--- src/rtl/ultrasonic_echo_emulator.sv ---
// Behavioural stand-in for an HC-SR04-style ranging sensor: validates the trigger pulse width,
// waits a fixed burst delay, then returns an echo whose width in fpgaclk cycles encodes distance.
module ultrasonic_echo_emulator #(
    parameter int WIDTH        = 22,
    parameter int MIN_TRIG     = 500,
    parameter int BURST_CYCLES = 10000,
    parameter int MAX_ECHO     = 1900000,
    parameter int HOLDOFF      = 500
) (
    input  logic             fpgaclk,
    input  logic             reset,
    input  logic             triggerin,
    input  logic [WIDTH-1:0] echo_width,
    output logic             pulse,
    output logic             busy,
    output logic             short_trig,
    output logic             timeout,
    output logic [2:0]       dbg_state
);

    typedef enum logic [2:0] {
        IDLE    = 3'd0,
        TRIG    = 3'd1,
        BURST   = 3'd2,
        ECHO    = 3'd3,
        HOLD    = 3'd4
    } state_t;

    localparam logic [WIDTH-1:0] ONE        = WIDTH'(1);
    localparam logic [WIDTH-1:0] MIN_T      = WIDTH'(MIN_TRIG);
    localparam logic [WIDTH-1:0] BURST_LAST = WIDTH'(BURST_CYCLES - 1);
    localparam logic [WIDTH-1:0] MAX_W      = WIDTH'(MAX_ECHO);
    localparam logic [WIDTH-1:0] HOLD_LAST  = WIDTH'(HOLDOFF - 1);

    state_t           state;
    logic [WIDTH-1:0] cnt;
    logic [WIDTH-1:0] width_q;
    logic             timeout_flag;
    logic             sync_1;
    logic             trig_s;
    logic             trig_d;
    logic             no_object;

    assign dbg_state = state;

    // A zero or out-of-range request behaves like a sensor that never sees an object.
    assign no_object = (echo_width == '0) || (echo_width > MAX_W);

    always_ff @(posedge fpgaclk or posedge reset) begin
        if (reset) begin
            sync_1 <= 1'b0;
            trig_s <= 1'b0;
            trig_d <= 1'b0;
        end else begin
            sync_1 <= triggerin;
            trig_s <= sync_1;
            trig_d <= trig_s;
        end
    end

    always_ff @(posedge fpgaclk or posedge reset) begin
        if (reset) begin
            state        <= IDLE;
            cnt          <= '0;
            width_q      <= '0;
            timeout_flag <= 1'b0;
            pulse        <= 1'b0;
            busy         <= 1'b0;
            short_trig   <= 1'b0;
            timeout      <= 1'b0;
        end else begin
            short_trig <= 1'b0;
            timeout    <= 1'b0;
            case (state)
                IDLE: begin
                    // Only a rising edge counts, so a level held over from HOLD is ignored.
                    if (trig_s && !trig_d) begin
                        state <= TRIG;
                        cnt   <= ONE;
                        busy  <= 1'b1;
                    end
                end
                TRIG: begin
                    if (trig_s) begin
                        if (cnt < MIN_T) begin
                            cnt <= cnt + ONE;
                        end
                    end else if (cnt >= MIN_T) begin
                        width_q      <= no_object ? MAX_W : echo_width;
                        timeout_flag <= no_object;
                        cnt          <= '0;
                        state        <= BURST;
                    end else begin
                        short_trig <= 1'b1;
                        busy       <= 1'b0;
                        cnt        <= '0;
                        state      <= IDLE;
                    end
                end
                BURST: begin
                    if (cnt == BURST_LAST) begin
                        cnt   <= '0;
                        pulse <= 1'b1;
                        state <= ECHO;
                    end else begin
                        cnt <= cnt + ONE;
                    end
                end
                ECHO: begin
                    // width_q is never zero, so the echo lasts exactly width_q cycles.
                    if (cnt == width_q - ONE) begin
                        cnt     <= '0;
                        pulse   <= 1'b0;
                        timeout <= timeout_flag;
                        state   <= HOLD;
                    end else begin
                        cnt <= cnt + ONE;
                    end
                end
                HOLD: begin
                    if (cnt == HOLD_LAST) begin
                        cnt   <= '0;
                        busy  <= 1'b0;
                        state <= IDLE;
                    end else begin
                        cnt <= cnt + ONE;
                    end
                end
                default: begin
                    state <= IDLE;
                    cnt   <= '0;
                    pulse <= 1'b0;
                    busy  <= 1'b0;
                end
            endcase
        end
    end

endmodule

--- config.mk ---
export PLATFORM = sky130hd
export DESIGN_NAME = ultrasonic_echo_emulator
export DESIGN_NICKNAME = d
export VERILOG_FILES = /design/src/rtl/ultrasonic_echo_emulator.sv
export SDC_FILE = /design/constraint.sdc
export NUM_CORES = 1
export LEC_CHECK = 0
export CAP_MARGIN = 20
export CORE_ASPECT_RATIO = 1.2
export CORE_MARGIN = 3
export CORE_UTILIZATION = 58
export CTS_CLUSTER_DIAMETER = 40
export DETAILED_ROUTE_END_ITERATION = 8
export DONT_BUFFER_PORTS = 1
export PLACE_DENSITY = 0.85
export SYNTH_ARGS = -nofsm -noshare
export SYNTH_HDL_FRONTEND = slang
export SYNTH_SLANG_ARGS = --single-unit
--- constraint.sdc ---
create_clock -name fpgaclk -period 3.4 [get_ports fpgaclk]
set_clock_uncertainty 0.2 [all_clocks]
set_input_delay 0.68 -clock fpgaclk [delete_from_list [all_inputs] [get_ports fpgaclk]]
set_output_delay 0.68 -clock fpgaclk [all_outputs]
set_load 0.05 [all_outputs]
==> impl_metrics.json, run 1 <==
{
  "run_status": "complete, no violations",
  "path_cells": "or4_1 > or3_1 > or4_1 > a211oi_2 > o211ai_2 > o21ai_2 > and2_4 > a21boi_0",
  "async_flop_share_pct": 100,
  "dieWidth_um": 78.1,
  "synth.top_cells.by_area": "dfrtp_1, xnor2_1, xor2_1, a21oi_1, nor2_1",
  "post-route-period-util_pct": 95.3,
  "postSynth.topFlopCell": "dfrtp_1",
  "hold_class": "reg -> reg",
  "ir_drop_v": 0.000205,
  "power.total_mw": 1.76,
  "holdPathEnd": "trig_s$_DFF_PP0_",
  "peak_freq_mhz": 308,
  "avgSynthCellArea_um2": 8.76,
  "placeableCoreArea_um2": 5860,
  "netlist_area_um2": 3620,
  "worst_setup_path_start_kind": "flop",
  "synth_largest_type_area_fraction_pct": 38.0,
  "setup.worst_path.end_class": "flop",
  "layout.cells.most_common": "dfrtp_1",
  "cpMostUsedCell": "or4_1",
  "drt_iter0_drc": 425,
  "largest_net_degree_at_the_start_of_global_routing": 44,
  "timing.critical_path.max_delay_family": "simple AND/OR/NAND/NOR gates",
  "initial_utilization_pct": 61.8,
  "synth-seq-area-share_pct": 38.0,
  "dieHeight_um": 92.5,
  "setup_viol": 0,
  "slew_headroom_pct": 39.2,
  "portBuffers": 0,
  "ys_warn_count": 0,
  "slowest_delay_ps": 560,
  "grt_overflow": 0,
  "detail_route.drc_violations": 0,
  "globalplace.congestion": 0.919,
  "synthDominantAreaCellType": "dfrtp_1",
  "timing.final.crit_period_ps": 3240,
  "critical_path.reg2reg.endpoint": "cnt[0]$_DFFE_PP0P_",
  "antenna_cells": 0,
  "detailed_route_vias_per_instance": 6.63,
  "cts_hold_buffers": 0,
  "first_pass_iters": 5,
  "global_route.usage.total_pct": 27.0,
  "setup_fix_bufs_post_cts": 0,
  "die-area_um2": 7230,
  "crit-reg2reg-launch": "width_q[10]$_DFFE_PP0P_",
  "root_buffer": "clkbuf_8",
  "antenna_found_initial": 0,
  "worstRegToRegCells": 8,
  "postSynthNetCount": 441,
  "synthToLayoutAreaGrowth_pct": 8.88,
  "layout-drive-gt1-share_pct": 13.1,
  "worst-setup-path-type": "reg -> reg",
  "clkLatencyLatePin_ps": 310,
  "clockBufferDepth": 2,
  "reg2reg_slack_ps": 160,
  "filler_cell_count_in_the_final_layout": 494,
  "timing.critical_path.slowest_stage_cell": "or4_1",
  "drt.antenna.violating_nets": 0,
  "worst_slew_pin_slew_ps": 911,
  "netlist_instances": 413,
  "synth_seq_cells": 55,
  "worstHoldStart": "sync_1$_DFF_PP0_",
  "wire_per_inst_um": 19.1,
  "tritoncts": "done",
  "path_buf_inv": 0,
  "routed_wirelength_um": 9540,
  "io_pins": 32,
  "cts-buffers-inserted": 5,
  "required_time_at_the_worst_slack_endpoint_ps": 3400,
  "clk_pin_slew_worst_setup_hold_paths_ps": 100,
  "static-leakage-power_nw": 1.66,
  "h-tree-depth": 2,
  "yosys.cell_types.count": 60,
  "grt_pass1_vias": 3240,
  "number_of_enable_flip_flop_cells_after_synthesis": 0,
  "cap_viol_max_count": 0,
  "worst-endpoint-arrival_ps": 3240,
  "hold_violations": 0,
  "mostFrequentLayoutCells": "dfrtp_1, nor2_1, nand2_1",
  "place.detailed.hpwl_um": 7060,
  "grt_pass1_wl_um": 15600,
  "cts.sink_count": 55,
  "core.rowCount": 30,
  "power.density_nw_per_um2": 447,
  "num-nets-final": 447,
  "rsz_0062_raised_after_global_routing": "false",
  "worst_hold_path.num_cells": 0,
  "post_cts.resized_instances": 0,
  "fin_setup_tns_ps": 0,
  "number_of_max_slew_violations_in_the_final_report": 0,
  "critical_path.max_fanout": 11,
  "vias": 3314
}
-- where the power goes --
group	leakage [nW]	internal (mW)	switching, mW	total [mW]
combinational	0.865	0.172	0.284	0.456
sequential	0.729	0.693	0.0983	0.792
clock	0.0644	0.294	0.220	0.514
total	1.66	1.16	0.602	1.76
-- state kept, by name, summed over array words and instances (netlist names) --
| register | count |
|---|---|
| busy | 1 |
| cnt | 22 |
| dbg_state | 3 |
| pulse | 1 |
| short_trig | 1 |
| sync_1 | 1 |
| timeout | 1 |
| timeout_flag | 1 |
| trig_d | 1 |
| trig_s | 1 |
| width_q | 22 |
-- cell usage after synthesis (3+ instances only) --
cell / count
or4_1: 8
inv_1: 11
or3_1: 10
dfrtp_1: 55
and2_1: 3
nand2b_1: 4
o21ai_0: 10
nand3_1: 11
nor4_1: 14
nand2_1: 30
o22a_1: 11
buf_2: 3
a22o_1: 6
buf_6: 3
and3_1: 6
or2_2: 6
ha_1: 3
o41ai_1: 4
nor3_1: 12
nand4_1: 15
xor2_1: 20
o31ai_1: 5
a211o_1: 4
a21oi_1: 27
nor2b_1: 5
clkbuf_1: 22
a22oi_1: 5
a211oi_1: 3
xnor2_1: 21
nor2_1: 36
-- worst reg2reg max path, stage by stage, from the launching register on --
cell,delay (ps)
dfrtp_1,460
or4_1,530
or3_1,400
or4_1,560
a211oi_2,250
o211ai_2,140
o21ai_2,200
and2_4,270
a21boi_0,110
-- metal layers --
layer | track usage [%] | up-vias | routed length [um]
li1 | - | 1531 | -
met1 | 34.5 | 1598 | 3920
met2 | 46.6 | 153 | 4740
met3 | 4.09 | 32 | 593
met4 | 9.18 | 0 | 284
met5 | 0 | - | 0
-- per-stage QoR --
step	utilization (%)	cells	area (um2)	setup slack, ps	hold WS [ps]
after floorplan	-	413	3620	101	131
after global placement	64.7	491	3790	139	145
after detailed placement	64.7	491	3790	99.5	153
after CTS	67.0	499	3920	59.7	178
after global routing	67.3	500	3940	20.5	169
final	67.3	500	3940	158	176
-- cells by family after synthesis --
| kind of cell | after synthesis | synth area share (%) |
|---|---|---|
| and+or+nand+nor | 169 | 24.7 |
| muxes | 2 | 0.553 |
| buffers and inverters | 41 | 5.08 |
| AOI/OAI and AO/OA | 102 | 20.7 |
| DFF | 55 | 38.0 |
| adders and majority gates | 3 | 1.04 |
| xor gates and xnor gates | 41 | 9.92 |
-- worst max path at each step --
stage	cells after the start	slack [ps]	to	startpoint
floorplan	13	100	cnt[14]$_DFFE_PP0P_	width_q[0]$_DFFE_PP0P_
global placement	9	140	cnt[0]$_DFFE_PP0P_	width_q[0]$_DFFE_PP0P_
detailed placement	9	100	cnt[0]$_DFFE_PP0P_	width_q[0]$_DFFE_PP0P_
CTS	10	60	cnt[0]$_DFFE_PP0P_	width_q[1]$_DFFE_PP0P_
global route	10	20	cnt[0]$_DFFE_PP0P_	width_q[1]$_DFFE_PP0P_
finish	8	160	cnt[0]$_DFFE_PP0P_	width_q[10]$_DFFE_PP0P_
-- area by class of cell --
type | instances | area [um2] | area share (%)
Tap cell | 80 | 100 | 2.54
Timing Repair Buffer | 28 | 210 | 5.33
Multi-Input combinational cell | 318 | 2080 | 52.7
Clock inverter | 3 | 67.6 | 1.71
Inverter | 11 | 41.3 | 1.05
Sequential cell | 55 | 1380 | 34.9
Clock buffer | 5 | 68.8 | 1.75
No activity file was read; power rests on OpenSTA's default activity.
==> run 2: changes to the inputs <==
Settings changed: CORE_UTILIZATION 58 to 30, PLACE_DENSITY 0.85 to 0.54.
==> run 2 against run 1 <==
Net effect:
- maximum frequency fell by 2.3%
- sequential power barely moved
- total power rose by 4.3%
- via count fell by 0.30%
- clock-buffer cell count did not move
- first-iteration DRC count fell by 60%
- register-to-register slack got worse by 70 ps
- worst hold slack got worse by 31 ps
- clock power rose by 6.4%
- combinational power rose by 9.0%
- routed wire length rose by 10%
- core utilization fell by 31 points
- largest cell class unchanged
==> impl_metrics.json, run 2 (synthesis results as in run 1) <==
{
  "setup_viol": 0,
  "first_pass_iters": 4,
  "setup.worst_path.end_class": "flop",
  "synthToLayoutAreaGrowth_pct": 15.6,
  "ir_drop_v": 0.000232,
  "layout-drive-gt1-share_pct": 17.4,
  "slew_headroom_pct": 57.1,
  "routed_wirelength_um": 10500,
  "cts.sink_count": 55,
  "wire_per_inst_um": 18.0,
  "postPlaceCellArea_um2": 3910,
  "cts-buffers-inserted": 5,
  "cp-startpoint": "width_q[1]$_DFFE_PP0P_",
  "dieWidth_um": 106,
  "h-tree-depth": 2,
  "filler_cell_count_in_the_final_layout": 1221,
  "hold_violations": 0,
  "antenna_found_initial": 0,
  "worst_slew_pin_slew_ps": 642,
  "detailed_route_vias_per_instance": 5.67,
  "grt_overflow": 0,
  "static-leakage-power_nw": 1.69,
  "tritoncts": "done",
  "fin_cells": 583,
  "place.detailed.hpwl_um": 7670,
  "drt_iter0_drc": 169,
  "largest_net_degree_at_the_start_of_global_routing": 29,
  "run_status": "complete, no violations",
  "antenna_cells": 0,
  "num-nets-final": 453,
  "worst_setup_path_start_kind": "flop",
  "drt.antenna.violating_nets": 0,
  "timing.final.crit_period_ps": 3320,
  "finalInstanceArea_um2": 4180,
  "required_time_at_the_worst_slack_endpoint_ps": 3370,
  "worst-endpoint-arrival_ps": 3290,
  "hold_class": "in -> async",
  "globalplace.congestion": 0.881,
  "global_route.usage.total_pct": 15.4,
  "vias": 3304,
  "clk_pin_slew_worst_setup_hold_paths_ps": 80,
  "layout.core_utilization_pct": 35.8,
  "peak_freq_mhz": 302,
  "io_pins": 32,
  "dieHeight_um": 126,
  "die-area_um2": 13400,
  "cap_viol_max_count": 0,
  "worst-setup-path-type": "reg -> reg",
  "mostFrequentLayoutCells": "dfrtp_1, nor2_1, buf_4",
  "numPlacedInstances": 570,
  "fin_setup_tns_ps": 0,
  "sequential_cell_area_um2": 1380,
  "root_buffer": "clkbuf_16",
  "rsz_0062_raised_after_global_routing": "true",
  "grt_pass1_wl_um": 16500,
  "clockBufferDepth": 2,
  "detail_route.drc_violations": 0,
  "grt_pass1_vias": 3155,
  "number_of_max_slew_violations_in_the_final_report": 0,
  "power.density_nw_per_um2": 439,
  "post-route-period-util_pct": 97.5,
  "core.rowCount": 43,
  "multi_input_comb_area_um2": 2160,
  "crit-reg2reg-launch": "width_q[1]$_DFFE_PP0P_",
  "placeableCoreArea_um2": 11700,
  "portBuffers": 0,
  "layout.cells.most_common": "dfrtp_1",
  "clkLatencyLatePin_ps": 300,
  "critical_path.max_fanout": 6,
  "initial_utilization_pct": 31.0
}
==> run 2: stage by stage <==
stage	hold WS [ps]	total power, mW	setup slack [ps]
6_report	145	1.84	83.5
5_1_grt	164	1.93	-29.6
4_1_cts	162	1.80	6.09
3_5_place_dp	150	1.25	25.5
3_3_place_gp	139	1.24	34.2
2_1_floorplan	131	1.13	101
==> run 2: repair_timing <==
action / 4_1_cts / 5_1_grt
gates resized for setup: 1 / 20
cloned: 0 / 3
setup endpoints to repair: 2 / 25
setup buffers: 0 / 2
hold buffers: 0 / 0
pin swaps: 0 / 10
==> run 2: final cells by class <==
cell class / instances / share of cell area (%)
clock inverter: 3 / 0.658
tap: 157 / 4.70
inverter: 11 / 0.987
multi-input combinational: 320 / 51.7
timing repair buffer: 32 / 6.04
clock buffer: 5 / 2.99
sequential: 55 / 32.9
==> run 2: critical path, cell delays in order (launching register included) <==
cell	delay [ps]
dfrtp_1	430
inv_2	90
ha_4	120
or4b_4	460
or4_4	550
or3_4	410
a22oi_2	120
nand4_1	200
o21ai_4	270
and2_4	260
a21oi_2	70
==> run 2: path summary, 6_finish.rpt <==
kind | slack [ps] | end | depth (start not counted)
max | 80 | cnt[21]$_DFFE_PP0P_ | 10
min | 150 | short_trig$_DFF_PP0_ | 1
max reg2reg | 80 | cnt[21]$_DFFE_PP0P_ | 10
min reg2reg | 160 | trig_s$_DFF_PP0_ | 0
max in group asynchronous | 2010 | cnt[10]$_DFFE_PP0P_ | 2
min in group fpgaclk | 160 | trig_s$_DFF_PP0_ | 0
==> run 2: power by group <==
group,switching (mW),internal (mW),leakage (nW),total (mW)
combinational,0.306,0.192,0.894,0.497
sequential,0.0992,0.693,0.729,0.792
clock,0.265,0.282,0.0723,0.547
total,0.670,1.17,1.69,1.84
==> run 2: routing by layer <==
metal	vias up	track usage (%)	routed length, um
li1	1551	-	-
met4	0	3.73	130
met5	-	0	0
met2	97	25.7	5250
met1	1645	20.7	4610
met3	11	2.65	503
